<file path="config.mk">
export PLATFORM = sky130hd
export DESIGN_NAME = mem_port_arbiter
export DESIGN_NICKNAME = d
export VERILOG_FILES = /design/src/rtl/arb_pkg.sv /design/src/rtl/arb_select.sv /design/src/rtl/mem_port_arbiter.sv
export SDC_FILE = /design/constraint.sdc
export NUM_CORES = 1
export LEC_CHECK = 0
export ABC_AREA = 1
export CAP_MARGIN = 20
export CORE_AREA = 2 2 196 198
export CTS_CLUSTER_SIZE = 20
export DETAILED_ROUTE_END_ITERATION = 8
export DIE_AREA = 0 0 198 200
export SLEW_MARGIN = 20
export SYNTH_ARGS = -nofsm -noshare
export SYNTH_HDL_FRONTEND = slang
export SYNTH_SLANG_ARGS = --single-unit
</file>
<file path="constraint.sdc">
create_clock -name clock -period 11 [get_ports clock]
set_input_delay 1.65 -clock clock [delete_from_list [all_inputs] [get_ports clock]]
set_output_delay 1.65 -clock clock [all_outputs]
set_load 0.005 [all_outputs]
</file>
<file path="src/rtl/arb_pkg.sv">
// Shared types for the instruction/data memory port arbiter.
// Holds FSM states, owner tags and the fetch word-select bit.
package arb_pkg;

  typedef enum logic [1:0] {
    IDLE,
    REQ,
    RESP,
    DONE
  } state_t;

  typedef enum logic {
    OWN_I,
    OWN_D
  } owner_t;

  localparam int FETCH_SEL_BIT = 2;

  function automatic int cnt_w(int lim);
    return (lim < 1) ? 1 : $clog2(lim + 1);
  endfunction

endpackage

</file>
<file path="src/rtl/arb_select.sv">
// Winner selection for the memory port: data first, fetch forced
// after STARVE_LIMIT consecutive losses (0 = strict data priority).
module arb_select
  import arb_pkg::*;
#(
  parameter int STARVE_LIMIT = 4
) (
  input  logic clock,
  input  logic reset,
  input  logic i_req,
  input  logic d_req,
  input  logic arb_en,
  output logic win_i
);

  localparam int CNT_W = cnt_w(STARVE_LIMIT);
  localparam logic [CNT_W-1:0] LIM = CNT_W'(STARVE_LIMIT);

  logic [CNT_W-1:0] starve_cnt;
  logic             forced;

  assign forced = (STARVE_LIMIT != 0) && (starve_cnt == LIM);
  assign win_i  = i_req && (!d_req || forced);

  // Count fetch losses while it waits; saturate, clear when fetch wins.
  always_ff @(posedge clock or posedge reset) begin
    if (reset) begin
      starve_cnt <= '0;
    end else if (arb_en) begin
      if (win_i) begin
        starve_cnt <= '0;
      end else if (i_req && (starve_cnt != LIM)) begin
        starve_cnt <= starve_cnt + CNT_W'(1);
      end
    end
  end

endmodule

</file>
<file path="src/rtl/mem_port_arbiter.sv">
// Single memory port shared by fetch and MEM, one transaction at a time.
// Define ARB_PERF_CNT_EN to add conflict/busy performance counters.
module mem_port_arbiter
  import arb_pkg::*;
#(
  parameter int ADDR_W       = 64,
  parameter int DATA_W       = 64,
  parameter int STARVE_LIMIT = 4
) (
  input  logic                clock,
  input  logic                reset,
  input  logic                i_req_i,
  input  logic [ADDR_W-1:0]   i_addr_i,
  output logic                i_ready_o,
  output logic [31:0]         i_rdata_o,
  input  logic                d_req_i,
  input  logic                d_we_i,
  input  logic [ADDR_W-1:0]   d_addr_i,
  input  logic [DATA_W-1:0]   d_wdata_i,
  input  logic [DATA_W/8-1:0] d_wstrb_i,
  output logic                d_ready_o,
  output logic [DATA_W-1:0]   d_rdata_o,
  input  logic                flush_i,
  output logic                m_req_o,
  output logic                m_we_o,
  output logic [ADDR_W-1:0]   m_addr_o,
  output logic [DATA_W-1:0]   m_wdata_o,
  output logic [DATA_W/8-1:0] m_wstrb_o,
  input  logic                m_gnt_i,
  input  logic                m_rvalid_i,
  input  logic [DATA_W-1:0]   m_rdata_i,
`ifdef ARB_PERF_CNT_EN
  output logic [63:0]         perf_conflict_o,
  output logic [63:0]         perf_busy_o,
`endif
  output logic                if_stall_o,
  output logic                mem_stall_o
);

  state_t                state;
  owner_t                owner;
  logic [ADDR_W-1:0]     addr_q;
  logic                  we_q;
  logic [DATA_W-1:0]     wdata_q;
  logic [DATA_W/8-1:0]   wstrb_q;
  logic                  req_q;
  logic                  discard_q;
  logic                  i_ready_q;
  logic                  d_ready_q;
  logic [31:0]           i_rdata_q;
  logic [DATA_W-1:0]     d_rdata_q;
  logic                  win_i;
  logic                  arb_en;
  logic                  own_i;
  logic                  drop;

  assign arb_en = (state == IDLE) && (i_req_i || d_req_i);
  assign own_i  = (owner == OWN_I);
  assign drop   = discard_q || flush_i;

  arb_select #(
    .STARVE_LIMIT(STARVE_LIMIT)
  ) u_sel (
    .clock (clock),
    .reset (reset),
    .i_req (i_req_i),
    .d_req (d_req_i),
    .arb_en(arb_en),
    .win_i (win_i)
  );

  // Transaction sequencer: latch winner, request, wait response, pulse ready.
  always_ff @(posedge clock or posedge reset) begin
    if (reset) begin
      state     <= IDLE;
      owner     <= OWN_I;
      addr_q    <= '0;
      we_q      <= 1'b0;
      wdata_q   <= '0;
      wstrb_q   <= '0;
      req_q     <= 1'b0;
      discard_q <= 1'b0;
      i_ready_q <= 1'b0;
      d_ready_q <= 1'b0;
      i_rdata_q <= '0;
      d_rdata_q <= '0;
    end else begin
      i_ready_q <= 1'b0;
      d_ready_q <= 1'b0;
      unique case (state)
        IDLE: begin
          discard_q <= 1'b0;
          if (i_req_i || d_req_i) begin
            owner   <= win_i ? OWN_I : OWN_D;
            addr_q  <= win_i ? i_addr_i : d_addr_i;
            we_q    <= win_i ? 1'b0 : d_we_i;
            wdata_q <= win_i ? '0 : d_wdata_i;
            wstrb_q <= win_i ? '0 : d_wstrb_i;
            req_q   <= 1'b1;
            state   <= REQ;
          end
        end
        REQ: begin
          if (own_i && flush_i) discard_q <= 1'b1;
          if (m_gnt_i) begin
            req_q <= 1'b0;
            state <= RESP;
          end
        end
        RESP: begin
          if (own_i && flush_i) discard_q <= 1'b1;
          if (m_rvalid_i) begin
            state <= DONE;
            if (own_i) begin
              if (!drop) begin
                i_ready_q <= 1'b1;
                i_rdata_q <= addr_q[FETCH_SEL_BIT] ?
                             m_rdata_i[32 +: 32] :
                             m_rdata_i[0 +: 32];
              end
            end else begin
              d_ready_q <= 1'b1;
              d_rdata_q <= m_rdata_i;
            end
          end
        end
        DONE: begin
          discard_q <= 1'b0;
          state     <= IDLE;
        end
      endcase
    end
  end

`ifdef ARB_PERF_CNT_EN
  logic [63:0] conflict_q;
  logic [63:0] busy_q;

  // Free-running, wrapping utilisation counters.
  always_ff @(posedge clock or posedge reset) begin
    if (reset) begin
      conflict_q <= '0;
      busy_q     <= '0;
    end else begin
      if ((state == IDLE) && i_req_i && d_req_i)
        conflict_q <= conflict_q + 64'd1;
      if (state != IDLE)
        busy_q <= busy_q + 64'd1;
    end
  end

  assign perf_conflict_o = conflict_q;
  assign perf_busy_o     = busy_q;
`endif

  assign m_req_o     = req_q;
  assign m_we_o      = we_q;
  assign m_addr_o    = addr_q;
  assign m_wdata_o   = wdata_q;
  assign m_wstrb_o   = wstrb_q;
  assign i_ready_o   = i_ready_q && !flush_i;
  assign d_ready_o   = d_ready_q;
  assign i_rdata_o   = i_rdata_q;
  assign d_rdata_o   = d_rdata_q;
  assign if_stall_o  = i_req_i && !i_ready_o;
  assign mem_stall_o = d_req_i && !d_ready_o;

endmodule

</file>
### Yosys cells after proc, flatten, opt, wreduce, memory -nomap -nowiden

Cells that the tools add are included.
W data, S select, Z words.

* register bits after elaboration: 243
* input bits: 272
* output and inout bits: 238
* word-level logic and storage cells: 74

* $add $sub $neg: 1
* eq/ne operators: 9
* mux-type cells: 24
* bitwise logic cells: 2
* reductions and logical operators: 25

Operators by type and width (count)
* $mux W64: 2
* $mux W32: 1
* $mux W1: 12
* $reduce_and A3 Y1: 3
* $mux W8: 1
* $pmux W2 S4: 1
* $logic_and A1 B1 Y1: 7
* $mux W2: 3
* $mux W3: 2
* $eq A2 B2 Y1 const B: 2
* $logic_not A1 Y1: 4
* $ne A2 B1 Y1 const B: 2
* $ne A2 B2 Y1 const B: 2
* $pmux W1 S2: 2
* $reduce_and A2 Y1: 2
* $reduce_and A4 Y1: 1
* $reduce_bool A2 Y1: 2
* $reduce_or A2 Y1: 2
* $add A3 B1 Y3 const B: 1
* $eq A3 B3 Y1 const B: 1
* $logic_or A1 B1 Y1: 3
* $ne A3 B3 Y1 const B: 1
* $eq A2 B1 Y1 const B: 1
* $logic_not A2 Y1: 1
* $not A1 Y1: 2

### Longest topological paths before layout

* word-level depth: 5
* depth in mapped cells: 10
* gate-level depth less buffers: 8

### By module

Synthesis repeated with hierarchy kept, for this count alone.

* cells, all modules: 1348
* area total of the unflattened synthesis: 10522.6 um^2

Modules (own cells, without submodules)
* mem_port_arbiter: times used 1, cells each 1320, area an instance 10321.1 um^2, seq. area each 6005.8 um^2
* arb_select: times used 1, cells each 28, area an instance 201.4 um^2, seq. area each 75.1 um^2

### Worst setup path before layout

OpenSTA, ideal clock, no wires.

* path kind: input to output
* from: input port flush_i
* to: output port if_stall_o
* arrival time: 1859 ps
* required time: 9350 ps
* slack: 7491 ps
* cell stages on the path: 2
* buffers on the path: 0
* path through: nor2_1 > nor2_1

* cells in the longest elaborated chain, start to end: 4

Ends and longest elaborated chain
* from (decl): RTL line mem_port_arbiter.sv:23 `input logic flush_i,`
* $logic_not A1 Y1: RTL line mem_port_arbiter.sv:161 `assign i_ready_o = i_ready_q && !flush_i;`
* $logic_and A1 B1 Y1: RTL line mem_port_arbiter.sv:161
* $logic_not A1 Y1: RTL line mem_port_arbiter.sv:165 `assign if_stall_o = i_req_i && !i_ready_o;`
* $logic_and A1 B1 Y1: RTL line mem_port_arbiter.sv:165
* to (decl): RTL line mem_port_arbiter.sv:36 `output logic if_stall_o,`

Every way passes these cells.

### Worst setup path after layout

* from: input port i_req_i
* to: output port if_stall_o

* cells in the longest elaborated chain, start to end: 1

Ends and longest elaborated chain
* from (decl): RTL line mem_port_arbiter.sv:12 `input logic i_req_i,`
* $logic_and A1 B1 Y1: RTL line mem_port_arbiter.sv:165

Every way passes these cells.

==> reports/qor.txt <==
Outcome -> completed
Hold Buf Count CTS -> 0
Xor/xnor share of the synthesized area -> 0
Actual slew at the worst max-slew pin -> 1.04 ns
Overflow after GRT -> 0
RSZ-0062 raised after global routing -> no
CP Capture Type -> primary output
# fillers -> 3,660
Synth Area in Compound Gates -> 0.0471
Final non-filler cell total -> 2,380
Total Routed Length -> 38,900 um
CTS Buffer Depth -> 3
Die Wd -> 198 um
Initial antenna violation count -> 1
Port Buf Inserts -> 509
Global-route usage over all layers -> 0.190
TritonCTS clock tree -> done
Pin count of the biggest net entering global routing -> 121
GP Congestion -> 0.839
Crit start category -> input pin
WP buf/inv -> 4
Mean post-synth cell area -> 7.87 um2
Final Hold Violating Endpoints -> 0
Post-Layout Inst Area -> 0.0172 mm2
Yosys synthesis warning count -> 0
Final Skew -> 0.0164 ns
Synth Area in Adders -> 0.00574
Core Footprint -> 0.0374 mm2
Yosys reg bits -> 243
Grt met2 use -> 0.326
Setup Buffers After CTS -> 0
# resized after CTS -> 0
Arr. time, crit path -> 3.10 ns
Clock Latency Late Sink -> 0.55 ns
DP HPWL -> 27,100 um
Unique masters post-synth -> 17
CTS H-tree depth -> 1
Ratio of cells with drive above 1 in the final layout -> 0.0337
DR pass1 iterations -> 5
CP required -> 9.35 ns
Met1 usage -> 0.236
Mapped cell area -> 0.0109 mm2
Worst R2R Path Depth -> 10
Worst setup path category -> input pin to primary output
Most common cell after layout, fill and taps aside -> nand2_1
Root buffer cell -> clkbuf_16
Total CTS buffers -> 29
Pins Over Slew Limit -> 0
Mapped Nets -> 1,661
Setup TNS Final -> 0 ns
Max frequency -> 0.211 GHz
Vias after detailed routing -> 10,474
First-pass GRT wire length -> 59,100 um
Worst min-delay path startpoint -> m_req_o
Final min period -> 4.75 ns
Final net count -> 2,126
Most frequent cells in the layout -> nand2_1 (548), clkdlybuf4s50_1 (508), dfrtp_1 (243)
Routed WL per cell -> 16.3 um
R2R Setup Slk -> 7.87 ns
Die H -> 200 um
Dpl ws -> 6.13 ns
Placed Cells -> 2,329
Area delta synth->final -> 58.0%
Initial Utilization -> 0.291
Worst relative slew slack -> 0.307
Drt via density -> 4.40
PD cells -> 249 mW/mm2
Reg-to-reg startpoint -> u_sel.starve_cnt[0]
Final critical-path share of the clock period -> 0.432
Crit Path Max Fanout -> 67
Area of the die -> 0.0396 mm2
Hold depth -> 2
Clock sink count -> 243
Reg2reg end -> m_addr_o[41]
Sequential cell area fraction in the yosys report -> 0.558
Setup Viol. Count Final -> 0
Post-route DRC violation count -> 0
Met3 GRT Util -> 0.0454
Final core occ -> 0.460
Worst path max stage delay -> 0.59 ns
Final worst setup slack -> 6.25 ns
Tot Pwr -> 4.28 mW
Vias in the first global route -> 10,364
Main combinational cell family by area after synthesis -> simple AND/OR/NAND/NOR gates
Post-DRT Antenna Nets -> 0
Io pins -> 510
Hold WS -> 0.472 ns
Reg clk slew, reported paths -> 0.06 ns
Post-synthesis simple-gate area fraction -> 0.289
Post-synthesis cell count -> 1,384
Critical path's top delay family -> buffers and inverters
DR iter-0 viols -> 526
Mux share of post-synthesis cell area -> 0
Worst hold endpoint -> m_req_o
Hold WC Path Type -> register to register
Max_cap viols -> 0
Core Rows -> 71
Leak -> 8.65 nW
VDD IR-drop max -> 0.149 mV
GR peak layer -> met2
Crit path cell chain -> buf_2 > buf_4 > inv_2 > nor2_1 > clkdlybuf4s50_1
Critical path's slowest cell -> buf_4
Placed Instance Area -> 0.0163 mm2
tightest hold or removal path: cells and delay by family (launching register included):
kind / cells / cell delay [ns]
flip-flops: 1 / 0.34
AND/OR/NAND/NOR: 2 / 0.09
worst max-delay path by stage:
stage / from / to / slack (ns) / depth (start not counted)
after CTS: i_req_i / if_stall_o / 6.22 / 5
after global placement: i_req_i / m_wdata_o[37] / 6.20 / 9
after detailed placement: i_req_i / m_addr_o[4] / 6.13 / 9
after global routing: i_req_i / if_stall_o / 6.17 / 5
final: i_req_i / if_stall_o / 6.25 / 5
after floorplan: reset / d_rdata_o[0] / 2.68 / 1
cells by family after synthesis:
logic type | after synthesis
adder cells (fa/ha/maj) | 5
flip-flops | 243
buffers and inverters | 266
AO/OA/AOI/OAI | 102
AND/OR/NAND/NOR | 768
routing by layer:
layer | part of all wire | vias to the layer above | routed length [um]
li1 | - | 5185 | -
met1 | 0.41 | 4876 | 15800
met2 | 0.49 | 361 | 19200
met3 | 0.074 | 52 | 2870
met4 | 0.026 | 0 | 1030
met5 | 0 | - | 0
registers in the layout, indices dropped and copies added, names as in the netlist, 2 cells and up:
signal and cells:
m_wdata_o 64, u_sel.starve_cnt 3, state 2, m_wstrb_o 8
m_addr_o 64, i_rdata_o 32, d_rdata_o 64
where the power goes:
group	total [mW]	internal (mW)	switching, mW
sequential	1.53	1.30	0.229
clock	0.903	0.521	0.382
combinational	1.85	0.993	0.860
total	4.28	2.81	1.47
layout make-up:
class	count	area (um2)	area share
Tap cell	511	639	0.0371
Clock buffer	41	831	0.0483
Clock inverter	8	47.5	0.00276
Sequential cell	243	6080	0.353
Inverter	180	686	0.0398
Multi-Input combinational cell	875	3750	0.218
Timing Repair Buffer	520	5170	0.300
Antenna cell	2	5.00	0.000291
cell usage after synthesis:
cell type / count / share of area
o21ai_0: 100 / 0.046
nor3_1: 1 / 0.00046
a21boi_0: 1 / 0.00069
buf_1: 1 / 0.00034
inv_1: 178 / 0.061
dfrtp_1: 243 / 0.56
buf_2: 62 / 0.028
nor2_1: 7 / 0.0024
clkbuf_2: 1 / 0.00046
nand3_1: 207 / 0.095
a21oi_1: 1 / 0.00046
nand2_1: 552 / 0.19
clkbuf_1: 18 / 0.0062
ha_1: 5 / 0.0057
inv_2: 2 / 0.00069
buf_4: 4 / 0.0028
nand4_1: 1 / 0.00057
Note: power is estimated with default switching activity, not from simulation.
